--- config.mk ---
export PLATFORM = sky130hd
export DESIGN_NAME = hazard_ctrl
export DESIGN_NICKNAME = d
export VERILOG_FILES = /design/src/rtl/core_pkg.sv /design/src/rtl/hazard_lu_detect.sv /design/src/rtl/hazard_ctrl.sv
export SDC_FILE = /design/constraint.sdc
export NUM_CORES = 1
export LEC_CHECK = 0
export CORE_UTILIZATION = 51
export CTS_CLUSTER_SIZE = 25
export DETAILED_ROUTE_END_ITERATION = 6
export PLACE_DENSITY = 0.84
export SETUP_SLACK_MARGIN = 0.15
export SLEW_MARGIN = 0
export SYNTH_ARGS = -nofsm -noshare
export SYNTH_HDL_FRONTEND = slang
export SYNTH_SLANG_ARGS = --single-unit
--- constraint.sdc ---
create_clock -name clk_i -period 5.3 [get_ports clk_i]
set_clock_uncertainty 0.2 [all_clocks]
set_input_delay 1.06 -clock clk_i [delete_from_list [all_inputs] [get_ports clk_i]]
set_output_delay 1.06 -clock clk_i [all_outputs]
set_load 0.01 [all_outputs]
--- src/rtl/core_pkg.sv ---
// Shared types and defaults for the core pipeline control blocks.
package core_pkg;

  localparam int unsigned REG_ADDR_W       = 5;
  localparam int unsigned FLUSH_CYCLES_DEF = 1;
  localparam int unsigned MEM_TIMEOUT_DEF  = 255;
  localparam int unsigned FLUSH_CNT_W      = 4;
  localparam int unsigned WAIT_CNT_W       = 16;

  typedef enum logic [1:0] {
    RUN      = 2'd0,
    FLUSH    = 2'd1,
    MEM_WAIT = 2'd2
  } hz_state_e;

endpackage

--- src/rtl/hazard_lu_detect.sv ---
// Load-use comparator: the load in EX targets a register that the instruction in ID reads.
module hazard_lu_detect
  import core_pkg::*;
(
  input  logic                  ex_memread_i,
  input  logic [REG_ADDR_W-1:0] ex_rd_i,
  input  logic [REG_ADDR_W-1:0] id_rs1_i,
  input  logic [REG_ADDR_W-1:0] id_rs2_i,
  output logic                  lu_o
);

  // x0 is hardwired to zero, so a load into it never creates a dependency.
  always_comb begin
    lu_o = ex_memread_i && (ex_rd_i != '0) &&
           ((ex_rd_i == id_rs1_i) || (ex_rd_i == id_rs2_i));
  end

endmodule

--- src/rtl/hazard_ctrl.sv ---
// Pipeline hazard controller: load-use stall, taken-branch flush, data-memory freeze with timeout.
// Define HAZARD_PERF_CNT_EN to add the stall_cnt_o / flush_cnt_o performance counters.
module hazard_ctrl
  import core_pkg::*;
#(
  parameter int unsigned FLUSH_CYCLES = FLUSH_CYCLES_DEF,
  parameter int unsigned MEM_TIMEOUT  = MEM_TIMEOUT_DEF
) (
  input  logic                  clk_i,
  input  logic                  rst_i,
  input  logic                  start_i,
  input  logic [REG_ADDR_W-1:0] id_rs1_i,
  input  logic [REG_ADDR_W-1:0] id_rs2_i,
  input  logic                  ex_memread_i,
  input  logic [REG_ADDR_W-1:0] ex_rd_i,
  input  logic                  branch_taken_i,
  input  logic                  mem_req_i,
  input  logic                  mem_ack_i,
  output logic                  pc_write_o,
  output logic                  if_id_stall_o,
  output logic                  if_id_flush_o,
  output logic                  id_ex_bubble_o,
  output logic                  freeze_o,
  output logic                  mem_err_o,
  output hz_state_e             state_dbg_o
`ifdef HAZARD_PERF_CNT_EN
  ,
  output logic [31:0]           stall_cnt_o,
  output logic [31:0]           flush_cnt_o
`endif
);

  localparam logic [FLUSH_CNT_W-1:0] FLUSH_LOAD = FLUSH_CNT_W'(FLUSH_CYCLES - 1);
  localparam logic [WAIT_CNT_W-1:0]  WAIT_LIMIT = WAIT_CNT_W'(MEM_TIMEOUT);

  hz_state_e              state_q, state_d;
  logic [FLUSH_CNT_W-1:0] flush_cnt_q, flush_cnt_d;
  logic [WAIT_CNT_W-1:0]  wait_cnt_q, wait_cnt_d;
  logic                   mem_err_q, mem_err_d;

  logic lu;
  logic mem_stall;
  logic run_eval;
  logic mem_masked;

  hazard_lu_detect u_lu_detect (
    .ex_memread_i (ex_memread_i),
    .ex_rd_i      (ex_rd_i),
    .id_rs1_i     (id_rs1_i),
    .id_rs2_i     (id_rs2_i),
    .lu_o         (lu)
  );

  // Memory handshake: mem_req_i marks an outstanding access that completes in the
  // cycle mem_ack_i is high; req without ack means the whole pipeline must hold.
  assign mem_stall = mem_req_i && !mem_ack_i;

  always_comb begin
    state_d        = state_q;
    flush_cnt_d    = flush_cnt_q;
    wait_cnt_d     = wait_cnt_q;
    mem_err_d      = mem_err_q;
    pc_write_o     = 1'b0;
    if_id_stall_o  = 1'b0;
    if_id_flush_o  = 1'b0;
    id_ex_bubble_o = 1'b0;
    freeze_o       = 1'b0;
    run_eval       = 1'b0;
    mem_masked     = 1'b0;

    if (!rst_i || !start_i) begin
      if_id_flush_o = 1'b1;
      state_d       = RUN;
      flush_cnt_d   = '0;
      wait_cnt_d    = '0;
    end else begin
      unique case (state_q)
        RUN: run_eval = 1'b1;
        FLUSH: begin
          if (mem_stall) begin
            freeze_o      = 1'b1;
            if_id_stall_o = 1'b1;
            state_d       = MEM_WAIT;
            wait_cnt_d    = WAIT_CNT_W'(1);
          end else begin
            if_id_flush_o = 1'b1;
            pc_write_o    = 1'b1;
            if (flush_cnt_q <= FLUSH_CNT_W'(1)) begin
              state_d     = RUN;
              flush_cnt_d = '0;
            end else begin
              flush_cnt_d = flush_cnt_q - FLUSH_CNT_W'(1);
            end
          end
        end
        MEM_WAIT: begin
          if (mem_ack_i) begin
            run_eval = 1'b1;
          end else if (wait_cnt_q == WAIT_LIMIT) begin
            // Timeout releases the pipeline this cycle; the pending request is ignored once.
            mem_err_d  = 1'b1;
            run_eval   = 1'b1;
            mem_masked = 1'b1;
          end else begin
            freeze_o      = 1'b1;
            if_id_stall_o = 1'b1;
            wait_cnt_d    = wait_cnt_q + WAIT_CNT_W'(1);
          end
        end
        default: state_d = RUN;
      endcase

      if (run_eval) begin
        state_d     = RUN;
        flush_cnt_d = '0;
        wait_cnt_d  = '0;
        if (mem_stall && !mem_masked) begin
          freeze_o      = 1'b1;
          if_id_stall_o = 1'b1;
          state_d       = MEM_WAIT;
          wait_cnt_d    = WAIT_CNT_W'(1);
        end else if (lu) begin
          // A branch in ID is held along with it and gets re-evaluated next cycle.
          if_id_stall_o  = 1'b1;
          id_ex_bubble_o = 1'b1;
        end else if (branch_taken_i) begin
          if_id_flush_o = 1'b1;
          pc_write_o    = 1'b1;
          if (FLUSH_CYCLES > 1) begin
            state_d     = FLUSH;
            flush_cnt_d = FLUSH_LOAD;
          end
        end else begin
          pc_write_o = 1'b1;
        end
      end
    end
  end

  always_ff @(posedge clk_i or negedge rst_i) begin
    if (!rst_i) begin
      state_q     <= RUN;
      flush_cnt_q <= '0;
      wait_cnt_q  <= '0;
      mem_err_q   <= 1'b0;
    end else begin
      state_q     <= state_d;
      flush_cnt_q <= flush_cnt_d;
      wait_cnt_q  <= wait_cnt_d;
      mem_err_q   <= mem_err_d;
    end
  end

  assign mem_err_o   = mem_err_q;
  assign state_dbg_o = state_q;

`ifdef HAZARD_PERF_CNT_EN
  logic [31:0] stall_cnt_q, stall_cnt_d;
  logic [31:0] fl_cnt_q, fl_cnt_d;

  // Both counters saturate instead of wrapping.
  always_comb begin
    stall_cnt_d = stall_cnt_q;
    fl_cnt_d    = fl_cnt_q;
    if (if_id_stall_o && (stall_cnt_q != '1)) begin
      stall_cnt_d = stall_cnt_q + 32'd1;
    end
    if (if_id_flush_o && start_i && (fl_cnt_q != '1)) begin
      fl_cnt_d = fl_cnt_q + 32'd1;
    end
  end

  always_ff @(posedge clk_i or negedge rst_i) begin
    if (!rst_i) begin
      stall_cnt_q <= '0;
      fl_cnt_q    <= '0;
    end else begin
      stall_cnt_q <= stall_cnt_d;
      fl_cnt_q    <= fl_cnt_d;
    end
  end

  assign stall_cnt_o = stall_cnt_q;
  assign flush_cnt_o = fl_cnt_q;
`endif

endmodule

# Word-level counts from Yosys, hierarchy flattened
# Index checks and enable logic that the tools add are counted.
# totals
reg_bits,23
inputBits,22
# classes
n_addsub,2
n_lt_le_gt_ge,1
n_eq_ne,11
n_mux,51
bitwise,2
n_reduce_logical,19
# op_table
operator,count
16-bit 2-to-1 mux,5
1-bit 2-to-1 mux,32
16-bit one-hot mux with 2 select lines,1
4-bit 2-to-1 mux,5
16-bit by 1-bit adder with 16-bit output (second input constant),1
16-bit by 8-bit == test with 1-bit output (second input constant),1
4-bit != test (second input constant),3
5-bit == test,2
2-bit 2-to-1 mux,5
4-bit AND reduction,2
3-bit by 1-bit != test with 1-bit output (second input constant),2
5-bit != test (second input constant),1
5-bit nonzero test,1
4-bit by 1-bit <= comparator with 1-bit output (second input constant),1
1-bit logical AND,4
1-bit logical NOT,4
1-bit one-hot mux with 2 select lines,2
2-bit one-hot mux with 2 select lines,1
2-bit AND reduction,2
4-bit nonzero test,1
4-bit by 1-bit subtractor with 4-bit output (second input constant),1
3-bit nonzero test,1
2-bit by 1-bit == test with 1-bit output (second input constant),1
2-bit == test (second input constant),1
4 further kinds,6

# Longest topological paths before layout
# Gate-level depths: netlist of the first run.
# depth
depth_word,10
depth_mapped,7
ltp_nobuf,5

# Cells and area by module
# From an unflattened synthesis of the first run, not the netlist that was laid out.
# unflattened
cells_unflattened,118
hier_area_um2,1117.3
# by_module_without_submodules
mod,n_inst,cells_per_inst,area_per_inst_um2,seq_area_each_um2
hazard_ctrl,1,101,992.2,450.4
hazard_lu_detect,1,17,125.1,0.0

# Worst setup path after synthesis of the first run
# Ideal clock, no wire load.
# synth_timing
path_kind,input -> output
start,in ex_rd_i[0]
end,out pc_write_o
t_arrival_ns,2.156
required_ns,4.040
setup_slack_ns,1.884
stages,3
n_path_buf,0
path_cell_list,or4_1 -> o221ai_2 -> nor3b_1
# synth_via
elab_chain_cells,7
elab_cells_between_ends,10
cone_classes,eq/ne (2); mux (4); reduce/logical (4)
# synth_rtl
item,line_no,rtl
"start, declared",hazard_ctrl.sv:15,"input logic [REG_ADDR_W-1:0] ex_rd_i,"
5-bit == test / 5-bit nonzero test (equally long branches),"hazard_lu_detect.sv:15, hazard_lu_detect.sv:14",
1-bit logical OR / 1-bit logical AND (equally long branches),"hazard_lu_detect.sv:15, hazard_lu_detect.sv:14",
1-bit logical AND (*),hazard_lu_detect.sv:14,lu_o = ex_memread_i && (ex_rd_i != '0) &&
1-bit 2-to-1 mux (*),hazard_ctrl.sv:122,end else if (lu) begin
1-bit 2-to-1 mux (*),hazard_ctrl.sv:117,if (mem_stall && !mem_masked) begin
1-bit 2-to-1 mux (*),hazard_ctrl.sv:113,if (run_eval) begin
1-bit 2-to-1 mux (*),hazard_ctrl.sv:71,if (!rst_i || !start_i) begin
"end, declared",hazard_ctrl.sv:19,"output logic pc_write_o,"
# Every way passes the cells marked *; elsewhere a longest branch is shown, timed or not.

# Worst setup path after layout of the first run
# Same ends and word-level chain as after synthesis.

==> results of run 1 <==
[stage by stage]
stage	cell area, um2	cells	hold WS (ns)	setup slack, ns	total power, uW
2_1_floorplan	1110	113	0.306	1.88	155
3_3_place_gp	1390	166	0.251	0.974	179
3_5_place_dp	1390	166	0.266	0.931	180
4_1_cts	1430	170	0.289	0.933	263
5_1_grt	1430	170	0.298	0.751	271
6_report	1430	170	0.290	0.927	260
[report_power, final]
part           switching [uW]  internal, uW
Combinational            14.7          23.8
Sequential              0.645           138
Clock                    41.6          41.8
Total                    56.9           203
[cells in the mapped netlist (all sizes together)]
cell type,count,area (um2)
a21o,1,8.76
a21oi,2,10.0
a31o,2,17.5
and2,1,7.51
and3,1,6.26
and4,3,28.8
buf,3,38.8
conb,1,3.75
dfrtp,18,450
ha,1,12.5
inv,1,3.75
nand2,7,26.3
nand3,8,40.0
nand4,3,40.0
nor2,23,96.4
nor2b,1,6.26
nor3,3,15.0
nor3b,2,15.0
nor4,3,25.0
o21a,1,7.51
o21bai,1,7.51
o221ai,1,15.0
or2,1,6.26
or4,1,7.51
xnor2,13,114
xor2,11,96.3
[registers in the layout, indices dropped and copies added (netlist names)]
| register | count |
|---|---|
| wait_cnt_q | 16 |
| mem_err_o | 1 |
| state_dbg_o | 1 |
[area by class of cell]
class | count | area [um2]
sequential | 18 | 450
timing repair buffer | 29 | 288
tap | 27 | 33.8
fill | 158 | 577
clock buffer | 4 | 36.3
multi-input combinational | 91 | 613
inverter | 1 | 3.75
[worst register-to-register path: cells and delay by family (launching register included)]
family | cells | cell delay [ns]
flip-flops | 1 | 0.44
AND/OR/NAND/NOR | 5 | 1.21
[metal layers]
metal  track usage, %  vias up  wire length (um)
met4             7.84        0                29
met2             36.4       29              1040
met1             23.5      411               884
met3             3.14        4               106
li1                 -      446                 -
met5                0        -                 0
[how the worst min path moves through the flow]
stage / start / to / slack [ns] / depth (start not counted)
after floorplan: wait_cnt_q[15] / wait_cnt_q[15] / 0.31 / 2
after global placement: mem_err_o / mem_err_o / 0.25 / 1
after detailed placement: mem_err_o / mem_err_o / 0.27 / 1
after CTS: mem_err_o / mem_err_o / 0.29 / 1
after global routing: mem_err_o / mem_err_o / 0.30 / 1
final: mem_err_o / mem_err_o / 0.29 / 1
[cells by family (layout without fill, tap and decap cells)]
kind of cell	after synthesis	in the layout	synth area share, %
compound gates	8	8	6.00
xor+xnor	24	24	19.0
fa+ha+maj	1	1	1.13
buf+inv	4	34	3.85
flops	18	18	40.7
other cells	1	1	0.339
simple gates	57	57	29.0
==> flow_summary.json, run 1 <==
{
  "outcome": "finished, final reports clean",
  "period_share_pct": 82.5,
  "crit_fanout": 4,
  "endpoint": "pc_write_o",
  "drtAntennaViolNets": 0,
  "wire_per_inst_um": 12.1,
  "hpwl_um": 1640,
  "cts_hold_buf": 0,
  "startpoint_type": "input pin",
  "first_iter_violations": 5,
  "grt_max_degree": 20,
  "critical_path.top_delay_family": "buffers and inverters",
  "ios": 30,
  "hp-class": "register to register",
  "grt_setup_unrepaired": "false",
  "cts_resized": 0,
  "grt_pass1_vias": 889,
  "dr_total_vias": 890,
  "cts_setup_buffers": 0,
  "worst-endpoint-required_ns": 4.04,
  "n_antenna_cell": 0,
  "critPathLaunch": "ex_rd_i[0]",
  "clkSinkCount": 18,
  "hold_viol": 0,
  "track_usage_pct": 20.0,
  "slew_viol_final": 0,
  "crit_path_max_incr_delay_ns": 0.57,
  "die_h_um": 48.6,
  "via_per_inst": 5.24,
  "die_x_um": 48.6,
  "ff2ff_setup_slack_ns": 3.32,
  "initial_core_util_pct": 55.3,
  "rr_endpoint": "wait_cnt_q[4]",
  "dr.pass1.iters": 4,
  "die-area_um2": 2360,
  "drive_gt1_share_pct": 11.2,
  "cts_root_buf": "clkbuf_4",
  "cellLeakagePower_uw": 0.000566,
  "drc": 0,
  "avgSynthCellArea_um2": 9.79,
  "period_needed_ns": 4.37,
  "clk_latency_ns": 0.29,
  "netlist_instances": 113,
  "gp_congestion": 0.820,
  "antenna_found_initial": 0,
  "synth_cell_type_count": 34,
  "cp.arrival_ns": 3.11,
  "overflow": 0,
  "grt_pass1_wl_um": 3730,
  "worst-setup-path-type": "input pin to output pin",
  "cp_slowest_cell": "clkdlybuf4s50_1",
  "ys_seq_elements": 18,
  "final_cell_mix": "28 x clkdlybuf4s50_1, 21 x nor2_1, 18 x dfrtp_1, 13 x xnor2_1, 11 x xor2_1",
  "max_freq_mhz": 229,
  "worstRegToRegCells": 5,
  "maxCapViolations": 0,
  "power_density_nw_per_um2": 183,
  "clk_path_buf_depth": 2,
  "numCtsBuffers": 3,
  "worstPathCellList": "clkdlybuf4s50_1, or4_1, o221ai_2, nor3b_1, clkdlybuf4s50_1",
  "setup_viol": 0,
  "rows": 16,
  "wl_um": 2060,
  "path_buf_inv": 2,
  "htree_levels": 1,
  "clk_transition_reported_paths_ns": 0.10,
  "syn-cell-area_um2": 1110,
  "layout.nets": 167,
  "r2r-start": "wait_cnt_q[11]",
  "crit_top_cell": "clkdlybuf4s50_1",
  "io_buffers": 28,
  "endpoint_kind": "output pin",
  "postLayoutCoreUtil_pct": 71.2,
  "cts_tree": "done",
  "synth_warnings": 0,
  "area_growth_pct": 28.8,
  "fp.coreArea_um2": 2000,
  "setup-tns-final_ns": 0,
  "yosysSeqAreaShare_pct": 40.7,
  "cp.depth": 5,
  "final_common_cell": "clkdlybuf4s50_1",
  "ir_drop_v": 0.000105,
  "synth_nets": 136
}
(Power assumes the default switching activity.)
==> inputs of run 2 (changes only) <==
- CORE_UTILIZATION: 51 -> 47
- PLACE_DENSITY: 0.84 -> 0.78
- clock period: 5.3 -> 4.5 ns (I/O delays scaled with it)
==> flow_summary.json, run 2 (synthesized netlist as in run 1, its figures left out) <==
{
  "cts_hold_buf": 0,
  "cellLeakagePower_uw": 0.000559,
  "overflow": 0,
  "drc": 0,
  "min_from": "mem_err_o",
  "n_antenna_cell": 0,
  "crit_top_cell": "clkdlybuf4s50_1",
  "cts_tree": "done",
  "cts_setup_buffers": 0,
  "critical_path.top_delay_family": "buffers and inverters",
  "cp.depth": 5,
  "fp.coreArea_um2": 2210,
  "worstPathCellList": "clkdlybuf4s50_1, or4_1, o221ai_2, nor3b_1, clkdlybuf4s50_1",
  "worst-setup-path-type": "input pin to output pin",
  "hold_viol": 0,
  "gp_congestion": 0.819,
  "ir_drop_v": 0.000144,
  "grt_max_degree": 19,
  "numCtsBuffers": 3,
  "dp_slack_ns": 0.432,
  "hpwl_um": 1650,
  "min_path_cells": 1,
  "fin_worst_hold_slack_ns": 0.289,
  "largest_reg_flops": 16,
  "setup-tns-final_ns": 0,
  "switching_share_pct": 23.1,
  "top_register": "wait_cnt_q",
  "min_to": "mem_err_o",
  "antenna_found_initial": 0,
  "r2r-start": "wait_cnt_q[2]",
  "cts_root_buf": "clkbuf_4",
  "clk_path_buf_depth": 2,
  "max_freq_mhz": 245,
  "grt_pass1_vias": 862,
  "p_seq_share_pct": 56.6,
  "worst-endpoint-required_ns": 3.40,
  "clk_latency_ns": 0.29,
  "slew_viol_final": 0,
  "drive_gt1_share_pct": 10.6,
  "path_buf_inv": 2,
  "period_share_pct": 90.8,
  "via_per_inst": 5.23,
  "worst_slew_pin_slew_ns": 0.505,
  "clkSinkCount": 18,
  "ios": 30,
  "htree_levels": 1,
  "worstRegToRegCells": 5,
  "grt_pass1_wl_um": 3570,
  "setup_viol": 0,
  "initial_core_util_pct": 50.0,
  "setup_slack_ns": 0.416,
  "die_h_um": 50.5,
  "die_x_um": 50.5,
  "wire_per_inst_um": 12.6,
  "drtAntennaViolNets": 0,
  "final_common_cell": "clkdlybuf4s50_1",
  "power.internal_uw": 221,
  "rr_endpoint": "wait_cnt_q[10]",
  "dr_total_vias": 889,
  "ff2ff_setup_slack_ns": 2.57,
  "hp-class": "register to register",
  "power_density_nw_per_um2": 204,
  "area_growth_pct": 27.7,
  "endpoint_kind": "output pin",
  "cts_resized": 0,
  "worst_slew_margin_rel_pct": 66.3,
  "crit_path_max_incr_delay_ns": 0.58,
  "fin_area_um2": 1410,
  "seq_area_um2": 450,
  "io_buffers": 28,
  "postPlaceCellArea_um2": 1390,
  "period_needed_ns": 4.08,
  "multi_input_area_um2": 613,
  "wl_um": 2140,
  "dr.pass1.iters": 4,
  "num-fill-cells": 201,
  "startpoint_type": "input pin",
  "die-area_um2": 2550,
  "rows": 17,
  "first_iter_violations": 7,
  "final_cell_mix": "28 x clkdlybuf4s50_1, 21 x nor2_1, 18 x dfrtp_1, 13 x xnor2_1, 11 x xor2_1",
  "crit_fanout": 4,
  "outcome": "finished, final reports clean",
  "cp.arrival_ns": 2.98,
  "pwr-share-clk_pct": 27.4,
  "track_usage_pct": 18.5,
  "p_switching_uw": 66.5,
  "combPwrFrac_pct": 16.0,
  "layout.nets": 167,
  "grt_setup_unrepaired": "false",
  "cp_slowest_cell": "clkdlybuf4s50_1",
  "clk_transition_reported_paths_ns": 0.10,
  "maxCapViolations": 0
}
-- run 2: layout make-up --
type,instances,area share (%)
Inverter,1,0.266
Multi-Input combinational cell,91,43.4
Sequential cell,18,31.9
Clock buffer,3,1.59
Tap cell,28,2.48
Timing Repair Buffer,29,20.4
-- run 2: power groups by stage --
stage          Clock (uW)  Combinational, uW  Sequential (uW)
6_report             78.9               46.0              163
5_1_grt              85.8               50.1              163
4_1_cts              83.3               46.5              163
3_5_place_dp            0               46.2              166
3_3_place_gp            0               45.3              166
2_1_floorplan           0               16.3              166
-- run 2: per-layer routing --
layer  track usage, %  routed length (um)  vias up
met5                0                   0        -
met2             34.2                1110       32
met4             8.33                  22        0
li1                 -                   -      446
met3             2.42                  98        2
met1             20.8                 909      409
-- run 2: how the worst max path moves through the flow --
stage	start	end	slack, ns
2_1_floorplan	ex_rd_i[0]	pc_write_o	1.40
3_3_place_gp	ex_rd_i[0]	pc_write_o	0.49
6_report	ex_rd_i[0]	pc_write_o	0.42
5_1_grt	ex_rd_i[0]	pc_write_o	0.34
3_5_place_dp	ex_rd_i[0]	pc_write_o	0.43
4_1_cts	ex_rd_i[0]	pc_write_o	0.41
-- run 2: per-stage QoR --
stage          util, %  cells  total power (uW)
2_1_floorplan        -    113               182
4_1_cts           63.9    170               293
3_3_place_gp      62.8    167               211
5_1_grt           63.9    170               299
6_report          63.9    170               288
3_5_place_dp      62.8    167               212
-- run 2: worst reg2reg max path, delay by kind of cell, from the launching register on --
kind | cells | cell delay, ns
simple gates | 5 | 1.14
flops | 1 | 0.47
==> inputs of run 3 (changes only) <==
- GPL_ROUTABILITY_DRIVEN: unset -> 0
- GPL_TIMING_DRIVEN: unset -> 1
==> results of run 3 <==
Same layout as run 2: the final DEF is identical, and so are final timing and power.
